<file path="src/rtl/branch_pkg.sv">
// rtl/branch_pkg.sv - shared constants, counter type and saturating-update helper for the branch unit
// Purpose: funct3 encodings of the conditional branches, the 2-bit BHT counter
//          type with its four states, the counter reset value, and the
//          saturating increment/decrement used on every legal resolve.
// Ports:   none (package).
package branch_pkg;

   localparam logic [2:0] BEQ  = 3'b000;
   localparam logic [2:0] BNE  = 3'b001;
   localparam logic [2:0] BLT  = 3'b100;
   localparam logic [2:0] BGE  = 3'b101;
   localparam logic [2:0] BLTU = 3'b110;
   localparam logic [2:0] BGEU = 3'b111;

   typedef logic [1:0] bht_ctr_t;

   localparam bht_ctr_t CTR_SNT = 2'b00;
   localparam bht_ctr_t CTR_WNT = 2'b01;
   localparam bht_ctr_t CTR_WT  = 2'b10;
   localparam bht_ctr_t CTR_ST  = 2'b11;

   // Every counter leaves reset weakly not-taken.
   localparam bht_ctr_t CTR_RESET = CTR_WNT;

   function automatic bht_ctr_t ctr_next(input bht_ctr_t cur, input logic taken);
      if (taken)
         return (cur == CTR_ST) ? CTR_ST : bht_ctr_t'(cur + 2'd1);
      else
         return (cur == CTR_SNT) ? CTR_SNT : bht_ctr_t'(cur - 2'd1);
   endfunction

endpackage

</file>
<file path="src/rtl/branch_unit_if.sv">
// rtl/branch_unit_if.sv - lookup and resolve signal bundle between fetch/execute and the branch unit
// Purpose: groups the fetch lookup channel and the execute resolve channel.
// Ports:   master = fetch/execute side (drives requests, receives results)
//          slave  = branch unit (receives requests, drives results)
//          pred_valid/pred_pc -> pred_out_valid/pred_out_taken
//          res_valid/res_pc/res_funct3/res_rs1/res_rs2/res_pred_taken
//             -> out_valid/out_taken/out_mispredict/out_illegal
interface branch_unit_if #(
   parameter int XLEN = 32
);
   logic            pred_valid;
   logic [XLEN-1:0] pred_pc;
   logic            pred_out_valid;
   logic            pred_out_taken;

   logic            res_valid;
   logic [XLEN-1:0] res_pc;
   logic [2:0]      res_funct3;
   logic [XLEN-1:0] res_rs1;
   logic [XLEN-1:0] res_rs2;
   logic            res_pred_taken;
   logic            out_valid;
   logic            out_taken;
   logic            out_mispredict;
   logic            out_illegal;

   modport master (
      output pred_valid, pred_pc,
      output res_valid, res_pc, res_funct3, res_rs1, res_rs2, res_pred_taken,
      input  pred_out_valid, pred_out_taken,
      input  out_valid, out_taken, out_mispredict, out_illegal
   );

   modport slave (
      input  pred_valid, pred_pc,
      input  res_valid, res_pc, res_funct3, res_rs1, res_rs2, res_pred_taken,
      output pred_out_valid, pred_out_taken,
      output out_valid, out_taken, out_mispredict, out_illegal
   );
endinterface

</file>
<file path="src/rtl/branch_cmp.sv">
// rtl/branch_cmp.sv - combinational operand compare and branch direction decode
// Purpose: resolves a conditional branch direction from funct3 and the two
//          register operands over the full XLEN.
// Ports:   funct3 (in, 3), rs1/rs2 (in, XLEN),
//          taken (out, 1), illegal (out, 1: funct3 010/011).
module branch_cmp
   import branch_pkg::*;
#(
   parameter int XLEN = 32
) (
   input  logic [2:0]      funct3,
   input  logic [XLEN-1:0] rs1,
   input  logic [XLEN-1:0] rs2,
   output logic            taken,
   output logic            illegal
);

   logic eq;
   logic less;
   logic less_u;

   assign eq     = (rs1 == rs2);
   assign less   = ($signed(rs1) < $signed(rs2));
   assign less_u = (rs1 < rs2);

   always_comb begin
      taken   = 1'b0;
      illegal = 1'b0;
      case (funct3)
         BEQ:     taken = eq;
         BNE:     taken = !eq;
         BLT:     taken = less;
         BGE:     taken = !less;
         BLTU:    taken = less_u;
         BGEU:    taken = !less_u;
         default: illegal = 1'b1;
      endcase
   end

endmodule

</file>
<file path="src/rtl/branch_unit.sv">
// rtl/branch_unit.sv - branch resolution plus bimodal 2-bit BHT prediction
// Purpose: resolves branches from execute, trains a table of 2-bit saturating
//          counters on legal resolves, and answers fetch lookups one cycle
//          later with the counter MSB (bypassing a same-cycle update).
// Ports:   clk, rst_n (async assert, active-low)
//          bus (branch_unit_if.slave): lookup and resolve channels
//          perf_branches, perf_mispredicts (out, 32) when BRANCH_PERF_EN is defined
// Config:  BRANCH_PERF_EN adds wrapping counters of legal resolves/mispredicts.
module branch_unit
   import branch_pkg::*;
#(
   parameter int XLEN      = 32,
   parameter int BHT_IDX_W = 6
) (
   input  logic           clk,
   input  logic           rst_n,
   branch_unit_if.slave   bus
`ifdef BRANCH_PERF_EN
   ,
   output logic [31:0]    perf_branches,
   output logic [31:0]    perf_mispredicts
`endif
);

   localparam int DEPTH = 1 << BHT_IDX_W;

   bht_ctr_t             bht [DEPTH];
   logic [BHT_IDX_W-1:0] pred_idx;
   logic [BHT_IDX_W-1:0] upd_idx;
   logic                 cmp_taken;
   logic                 cmp_illegal;
   logic                 upd_en;
   bht_ctr_t             upd_ctr;
   logic                 pred_bit;
   logic                 unused_pc;

   branch_cmp #(.XLEN(XLEN)) u_cmp (
      .funct3  (bus.res_funct3),
      .rs1     (bus.res_rs1),
      .rs2     (bus.res_rs2),
      .taken   (cmp_taken),
      .illegal (cmp_illegal)
   );

   // Instructions are word aligned, so the two low PC bits never index.
   assign pred_idx  = bus.pred_pc[BHT_IDX_W+1:2];
   assign upd_idx   = bus.res_pc[BHT_IDX_W+1:2];
   assign unused_pc = ^{bus.pred_pc[XLEN-1:BHT_IDX_W+2], bus.pred_pc[1:0],
                        bus.res_pc[XLEN-1:BHT_IDX_W+2], bus.res_pc[1:0]};

   assign upd_en  = bus.res_valid && !cmp_illegal;
   assign upd_ctr = ctr_next(bht[upd_idx], cmp_taken);

   // A lookup colliding with this cycle's update sees the value being written.
   assign pred_bit = (upd_en && (upd_idx == pred_idx)) ? upd_ctr[1] : bht[pred_idx][1];

   always_ff @(posedge clk or negedge rst_n) begin
      if (!rst_n) begin
         for (int i = 0; i < DEPTH; i++) bht[i] <= CTR_RESET;
      end else if (upd_en) begin
         bht[upd_idx] <= upd_ctr;
      end
   end

   // Result qualifiers are folded in so the flags read 0 while invalid.
   always_ff @(posedge clk or negedge rst_n) begin
      if (!rst_n) begin
         bus.pred_out_valid <= 1'b0;
         bus.pred_out_taken <= 1'b0;
         bus.out_valid      <= 1'b0;
         bus.out_taken      <= 1'b0;
         bus.out_mispredict <= 1'b0;
         bus.out_illegal    <= 1'b0;
      end else begin
         bus.pred_out_valid <= bus.pred_valid;
         bus.pred_out_taken <= bus.pred_valid && pred_bit;
         bus.out_valid      <= bus.res_valid;
         bus.out_taken      <= bus.res_valid && cmp_taken;
         bus.out_mispredict <= bus.res_valid && (cmp_taken != bus.res_pred_taken);
         bus.out_illegal    <= bus.res_valid && cmp_illegal;
      end
   end

`ifdef BRANCH_PERF_EN
   // Counted from the registered result, hence one cycle behind out_valid.
   always_ff @(posedge clk or negedge rst_n) begin
      if (!rst_n) begin
         perf_branches    <= 32'd0;
         perf_mispredicts <= 32'd0;
      end else if (bus.out_valid && !bus.out_illegal) begin
         perf_branches <= perf_branches + 32'd1;
         if (bus.out_mispredict) perf_mispredicts <= perf_mispredicts + 32'd1;
      end
   end
`endif

endmodule
</file>
<file path="src/flat_wrapper.sv">
// flat-port wrapper written by rule: the top's interface ports become plain ports
module branch_unit_flat import branch_pkg::*;
#(
   parameter int XLEN      = 32,
   parameter int BHT_IDX_W = 6
)
  (clk, rst_n, bus_pred_valid, bus_pred_pc, bus_res_valid, bus_res_pc, bus_res_funct3, bus_res_rs1, bus_res_rs2, bus_res_pred_taken, bus_pred_out_valid, bus_pred_out_taken, bus_out_valid, bus_out_taken, bus_out_mispredict, bus_out_illegal);
  branch_unit_if #(.XLEN(XLEN)) bus_i ();
  input  logic clk;
  input  logic rst_n;
  input wire logic [$bits(bus_i.pred_valid)-1:0] bus_pred_valid;
  input wire logic [$bits(bus_i.pred_pc)-1:0] bus_pred_pc;
  input wire logic [$bits(bus_i.res_valid)-1:0] bus_res_valid;
  input wire logic [$bits(bus_i.res_pc)-1:0] bus_res_pc;
  input wire logic [$bits(bus_i.res_funct3)-1:0] bus_res_funct3;
  input wire logic [$bits(bus_i.res_rs1)-1:0] bus_res_rs1;
  input wire logic [$bits(bus_i.res_rs2)-1:0] bus_res_rs2;
  input wire logic [$bits(bus_i.res_pred_taken)-1:0] bus_res_pred_taken;
  output wire logic [$bits(bus_i.pred_out_valid)-1:0] bus_pred_out_valid;
  output wire logic [$bits(bus_i.pred_out_taken)-1:0] bus_pred_out_taken;
  output wire logic [$bits(bus_i.out_valid)-1:0] bus_out_valid;
  output wire logic [$bits(bus_i.out_taken)-1:0] bus_out_taken;
  output wire logic [$bits(bus_i.out_mispredict)-1:0] bus_out_mispredict;
  output wire logic [$bits(bus_i.out_illegal)-1:0] bus_out_illegal;
  assign bus_i.pred_valid = bus_pred_valid;
  assign bus_i.pred_pc = bus_pred_pc;
  assign bus_i.res_valid = bus_res_valid;
  assign bus_i.res_pc = bus_res_pc;
  assign bus_i.res_funct3 = bus_res_funct3;
  assign bus_i.res_rs1 = bus_res_rs1;
  assign bus_i.res_rs2 = bus_res_rs2;
  assign bus_i.res_pred_taken = bus_res_pred_taken;
  assign bus_pred_out_valid = bus_i.pred_out_valid;
  assign bus_pred_out_taken = bus_i.pred_out_taken;
  assign bus_out_valid = bus_i.out_valid;
  assign bus_out_taken = bus_i.out_taken;
  assign bus_out_mispredict = bus_i.out_mispredict;
  assign bus_out_illegal = bus_i.out_illegal;
  branch_unit #(.XLEN(XLEN), .BHT_IDX_W(BHT_IDX_W)) u_core (.clk(clk), .rst_n(rst_n), .bus(bus_i));
endmodule
</file>
<file path="config.mk">
export PLATFORM = sky130hd
export DESIGN_NAME = branch_unit_flat
export DESIGN_NICKNAME = d
export VERILOG_FILES = /design/src/rtl/branch_pkg.sv /design/src/rtl/branch_unit_if.sv /design/src/rtl/branch_cmp.sv /design/src/rtl/branch_unit.sv /design/src/flat_wrapper.sv
export SDC_FILE = /design/constraint.sdc
export NUM_CORES = 1
export LEC_CHECK = 0
export ABC_AREA = 1
export CORE_ASPECT_RATIO = 1.25
export CORE_UTILIZATION = 28
export DETAILED_ROUTE_END_ITERATION = 16
export PLACE_DENSITY_LB_ADDON = 0.3
export SYNTH_ARGS = -nofsm -noshare
export SYNTH_HDL_FRONTEND = slang
export SYNTH_SLANG_ARGS = --single-unit
export TNS_END_PERCENT = 1
</file>
<file path="constraint.sdc">
create_clock -name clk -period 1.7 [get_ports clk]
set_clock_uncertainty 0.15 [all_clocks]
set_input_delay 0.425 -clock clk [delete_from_list [all_inputs] [get_ports clk]]
set_output_delay 0.425 -clock clk [all_outputs]
set_load 0.005 [all_outputs]
</file>
# Yosys cells after proc, flatten, opt, wreduce, memory -nomap -nowiden
# Cells that the tools add are included.
[totals]
regBits = 134
inputBits = 136
output_inout_bits = 6
[op_classes]
addsub = 2
n_lt_le_gt_ge = 5
eq_ne = 9
mux = 15
n_bitwise = 2
reduce_logical = 13
[ops]
columns = ["operator", "n"]
rows = [
  ["128-bit bitwise mux", 1],
  ["32-bit less-than comparator", 2],
  ["32-bit equality test", 1],
  ["2-bit binary-select mux with 6-bit select", 2],
  ["2-bit 2-to-1 mux", 8],
  ["7-bit >= comparator, second input constant", 2],
  ["6-bit inverter with 7-bit output", 2],
  ["2-bit demux with 6-bit select", 1],
  ["3-bit equality test, second input constant", 4],
  ["1-bit logical AND", 7],
  ["7-bit by 1-bit less-than comparator with 1-bit output, second input constant", 1],
  ["6-bit equality test", 1],
  ["1-bit one-hot mux with 6 select lines", 1],
  ["6-bit OR reduction", 1],
  ["3-bit by 1-bit equality test with 1-bit output, second input constant", 1],
  ["1-bit zero test", 3],
  ["3-bit zero test", 1],
  ["2-bit by 1-bit adder with 2-bit output, second input constant", 1],
  ["2-bit equality test, second input constant", 1],
  ["2-bit zero test", 1],
  ["1-bit 2-to-1 mux", 2],
  ["2-bit by 1-bit subtractor with 2-bit output, second input constant", 1],
  ["1-bit != test", 1],
]

# Depth between registers and ports, before layout
# Gate-level depths: netlist of run 1.
[logic_depth]
depth_word = 9
depth_mapped = 22

# Modules after synthesis
# From an unflattened synthesis of run 1, not the netlist that was laid out.
[hier_totals]
cells_unflattened = 1409
area_unflattened_um2 = 9156.3
[by_module_without_submodules]
columns = ["mod", "n_inst", "cells_each", "area_each_um2", "seq_area_each_um2"]
rows = [
  ["branch_unit", 1, 1242, 8160.3, 3433.3],
  ["branch_cmp", 1, 167, 996.0, 0.0],
]

# Worst setup path before layout of run 1
# No wires, ideal clock.
[synth_path]
kind = "input to register"
start = "in bus_res_rs2[31]"
end = "reg u_core.bht[120] in the netlist's numbering"
setup_time_ns = 0.076
arrival_time_ns = 2.223
t_required_ns = 1.474
path_slack_ns = -0.749
cell_stages = 16
n_path_buf = 1
cell_sequence = "inv_1 > ha_1 > nand2_1 > nor2_1 > nand2_1 > nor3b_2 > nand2_1 > nand2_2 > nand2_2 > a21oi_4 > nand2_2 > nand2_2 > nand2_4 > buf_6 > nand2_1 > nand2_1"
[synth_via]
elab_chain_len = 5
elab_cells_between_ends = 9
[synth_lines]
columns = ["element", "line", "rtl"]
rows = [
  ["start, declared", "flat_wrapper.sv:17", "input wire logic [$bits(bus_i.res_rs2)-1:0] bus_res_rs2;"],
  ["32-bit less-than comparator (tied with other cells)", "branch_cmp.sv:24", "assign less_u = (rs1 < rs2);"],
  ["1-bit zero test, on equally long branches", "branch_cmp.sv:35, branch_cmp.sv:31, branch_cmp.sv:33", ""],
  ["1-bit one-hot mux with 6 select lines *", "branch_cmp.sv:29", "case (funct3)"],
  ["2-bit 2-to-1 mux *", "branch_pkg.sv:26", "if (taken)"],
  ["128-bit bitwise mux *", "branch_unit.sv:61", "bht[upd_idx] <= upd_ctr;"],
  ["end signal, assigned by index", "branch_unit.sv:61", ""],
  ["end, declared", "branch_unit.sv:27", "bht_ctr_t bht [DEPTH];"],
]
# Every way passes the cells marked *; elsewhere a longest branch is shown, timed or not.
# A chain may end at the register's enable or synchronous reset.

# Worst setup path in the final report of run 1
[layout_path]
start = "in bus_res_pc[2]"
end = "reg u_core.bht[57] in the netlist's numbering"
[layout_via]
elab_chain_len = 8
elab_cells_between_ends = 17
[layout_lines]
columns = ["element", "line", "rtl"]
rows = [
  ["start, declared", "flat_wrapper.sv:14", "input wire logic [$bits(bus_i.res_pc)-1:0] bus_res_pc;"],
  ["6-bit inverter with 7-bit output (implied by the code) *", "branch_unit.sv:52, branch_unit.sv:61", ""],
  ["2-bit binary-select mux with 6-bit select", "branch_unit.sv:52", "assign upd_ctr = ctr_next(bht[upd_idx], cmp_taken);"],
  ["2-bit 2-to-1 mux (implied by the code) (2 in a row)", "branch_unit.sv:52", ""],
  ["2-bit by 1-bit subtractor with 2-bit output (tied with other cells)", "branch_pkg.sv:29", "return (cur == CTR_SNT) ? CTR_SNT : bht_ctr_t'(cur - 2'd1);"],
  ["2-bit 2-to-1 mux, on equally long branches", "branch_pkg.sv:29, branch_pkg.sv:27", ""],
  ["2-bit 2-to-1 mux", "branch_pkg.sv:26", ""],
  ["128-bit bitwise mux *", "branch_unit.sv:61", ""],
]
# Every way passes the cells marked *; elsewhere a longest branch is shown, timed or not. The select of a mux whose other input is x is not followed.

==> impl_metrics.py, run 1 <==
metrics = {
    "outcome": {
        "outcome": "finished with violations",
        "violations": "negative setup slack",
    },
    "timing": {
        "drv_slew": 0,
        "tightestPinTransition_ns": 0.405,
        "setup_viol": 131,
        "hold_viol_final": 0,
        "fin_crit_ns": 2.36,
        "timing.hold.ws_ns": 0.174,
        "rsz0062_at_grt": "yes",
        "finalWorstSetupSlack_ns": -0.656,
        "max_clock_freq_mhz": 424,
        "maxSlewHeadroom": 0.730,
        "period_share": 1.39,
    },
    "place": {
        "portBuffers": 89,
        "routabilityCongestion": 0.922,
        "place_area_um2": 11600,
        "hpwl_um": 22600,
        "dp_cells": 1958,
    },
    "clock_tree": {
        "cts_tree": "done",
        "cts_sinks": 134,
        "clockBufferDepth": 2,
        "cts.clk_slew.worst_paths_ns": 0.06,
        "cts_made_buffers": 17,
        "root_buffer": "clkbuf_16",
        "insertion_delay_ns": 0.45,
        "htree_levels": 4,
    },
    "synthesis": {
        "synth_area_leaders": "nand2_1 22%, dfrtp_1 20%, dfstp_2 19%",
        "synth_cell_types": 34,
        "synth_top_area_frac": 0.221,
        "yosys.area.top_type": "nand2_1",
        "avgSynthCellArea_um2": 6.66,
        "syn_inst": 1324,
        "synth.yosys.seq_area_share": 0.390,
        "yosys_warnings": 0,
        "synthesis.nets": 1492,
        "ys_ff_latch": 134,
        "syn_area_um2": 8810,
    },
    "finish": {
        "final_area_um2": 13400,
        "layout_commonest_cell": "nand2_1",
        "final_cell_mix": "472 x nand2_1, 167 x buf_4, 155 x inv_1, 91 x nand3_1, 77 x nor2_1",
        "drive_above_1_share": 0.314,
        "final_cells": 2013,
        "diodes": 0,
        "syn_to_final_growth_pct": 52.1,
        "nets": 1761,
    },
    "setup_path": {
        "critPathKind": "in -> reg",
        "critPathSlowestCell": "nor2_1",
        "worstPathRequired_ns": 1.88,
        "startpoint_type": "input port",
        "critPathMaxFanout": 7,
        "path_cells": "buf_4 > buf_6 > buf_4 > nand3_2 > buf_4 > o21ai_0 > nor2_1 > nand4_1 > nand2_2 > nand3_1 > nor2_4 > nand2_4 > inv_4 > nand2_8 > buf_6 > clkbuf_16 > nand3_1 > nand2_1",
        "critPathMaxStageDelay_ns": 0.18,
        "crit_arrival_ns": 2.53,
        "path_common_cell": "buf_4",
        "crit_path_end_kind": "flop",
    },
    "run": {
        "cap_violations": 0,
    },
    "global_routing": {
        "first_global_vias": 9451,
        "antenna_found_initial": 0,
        "grt_pass1_wl_um": 50200,
        "grt_max_degree": 68,
        "grt_use_total": 0.203,
        "grt_overflow": 0,
    },
    "floorplan": {
        "pin_count": 142,
        "die_w_um": 161,
        "row_count": 72,
        "core_area_um2": 31000,
        "dieArea_um2": 32200,
        "start_util": 0.284,
        "chipHeight_um": 200,
    },
    "route": {
        "drc": 0,
        "routed_wl_um": 34300,
        "dr.pass1.iters": 5,
        "drtIter0Drc": 752,
        "routedWlPerCell_um": 17.0,
        "vias": 9747,
        "ant_nets": 0,
        "via_per_inst": 4.84,
    },
    "power": {
        "pwr_density_cell_nw_per_um2": 875,
        "p_leak_uw": 0.00656,
        "peakVddDrop_v": 0.000725,
    },
    "hold_path": {
        "hold_class": "in -> async",
    },
}
synthesized netlist by cell type (all sizes together):
cell	n
or2	3
nor3b	1
ha	32
buf	29
dfrtp	70
a21oi	68
nand2	527
o21ai	54
o21a	3
dfstp	64
nor3	26
clkbuf	14
nand4	8
inv	193
a22oi	6
nor2	90
nor4	1
nand3	114
nand3b	3
o211ai	2
clkinv	2
a21boi	1
o22ai	11
a21o	2
cell type report:
cell class,instances,area (µm²)
Tap cell,407,509
Timing Repair Buffer,292,2850
Multi-Input combinational cell,953,5200
Fill cell,3133,17600
Sequential cell,134,3430
Clock buffer,21,450
Clock inverter,11,200
Inverter,195,757
state kept, by name, indices dropped and copies added, names as in the netlist:
| register | count |
|---|---|
| u_core.bht | 128 |
| u_core.bus.out_illegal | 1 |
| u_core.bus.out_mispredict | 1 |
| u_core.bus.out_taken | 1 |
| u_core.bus.out_valid | 1 |
| u_core.bus.pred_out_taken | 1 |
| u_core.bus.pred_out_valid | 1 |
where the power goes:
part	internal [µW]	switching (µW)	total, µW
combinational	1590	2010	3600
sequential	3750	239	3990
clock	2650	1490	4140
per-layer routing:
metal,GRT usage,vias up,wire length [µm]
met3,0.0327,93,2030
met5,0,-,0
met4,0.0905,0,1550
met1,0.251,4601,14100
met2,0.344,358,16600
li1,-,4695,-
cell families (layout without fill, tap and decap cells):
| family | after synthesis | after routing | synth area share |
|---|---|---|---|
| buffers and inverters | 238 | 519 | 0.112 |
| flip-flops | 134 | 134 | 0.390 |
| AO/OA/AOI/OAI | 147 | 147 | 0.0903 |
| adder cells (fa/ha/maj) | 32 | 32 | 0.0454 |
| AND/OR/NAND/NOR | 773 | 774 | 0.362 |
path summary, 6_finish.rpt:
check / slack [ns] / from / cells after the start / end
max in group asynchronous: 0.62 / rst_n / 3 / u_core.bht[68]
worst max register to register: -0.59 / u_core.bht[83] / 14 / u_core.bht[57]
worst min-delay path: 0.17 / rst_n / 2 / u_core.bht[21]
min in group clk: 0.31 / bus_pred_valid / 1 / u_core.bus.pred_out_valid
worst max-delay path: -0.66 / bus_res_pc[2] / 18 / u_core.bht[57]
worst min register to register: 0.32 / u_core.bht[118] / 2 / u_core.bht[118]
worst max-delay path, delay by kind of cell:
family,cells,cell delay [ns]
AOI/OAI and AO/OA,1,0.07
and+or+nand+nor,10,1.12
buffers and inverters,7,0.89
per-stage QoR:
step / utilization / setup TNS (ns) / setup slack, ns / power [µW]
2_1_floorplan: - / -84.81 / -0.677 / 5380
3_3_place_gp: 0.376 / -199.37 / -1.56 / 6650
3_5_place_dp: 0.376 / -202.71 / -1.58 / 6680
4_1_cts: 0.403 / -119.18 / -0.949 / 11100
5_1_grt: 0.432 / -89.67 / -0.749 / 12200
6_report: 0.432 / -77.25 / -0.656 / 11700
what timing repair did:
action / 4_1_cts / 5_1_grt
buffers inserted: 6 / 3
gates resized for setup: 23 / 274
setup endpoints to repair: 137 / 131
pin swaps: 11 / 89
endpoints found under the hold margin: 70 / 0
cloned: 3 / 11
hold buffers: 1 / 0
No activity file was read; power rests on OpenSTA's default activity.
==> inputs of run 2 (changes only) <==
--- a/config.mk
+++ b/config.mk
@@ -8,6 +8,7 @@
 export ABC_AREA = 1
 export CORE_ASPECT_RATIO = 1.25
 export CORE_UTILIZATION = 28
+export CTS_CLUSTER_DIAMETER = 200
 export DETAILED_ROUTE_END_ITERATION = 16
 export PLACE_DENSITY_LB_ADDON = 0.3
 export SYNTH_ARGS = -nofsm -noshare
==> results of run 2 <==
Final layout, timing and power as in run 1 (identical DEF).
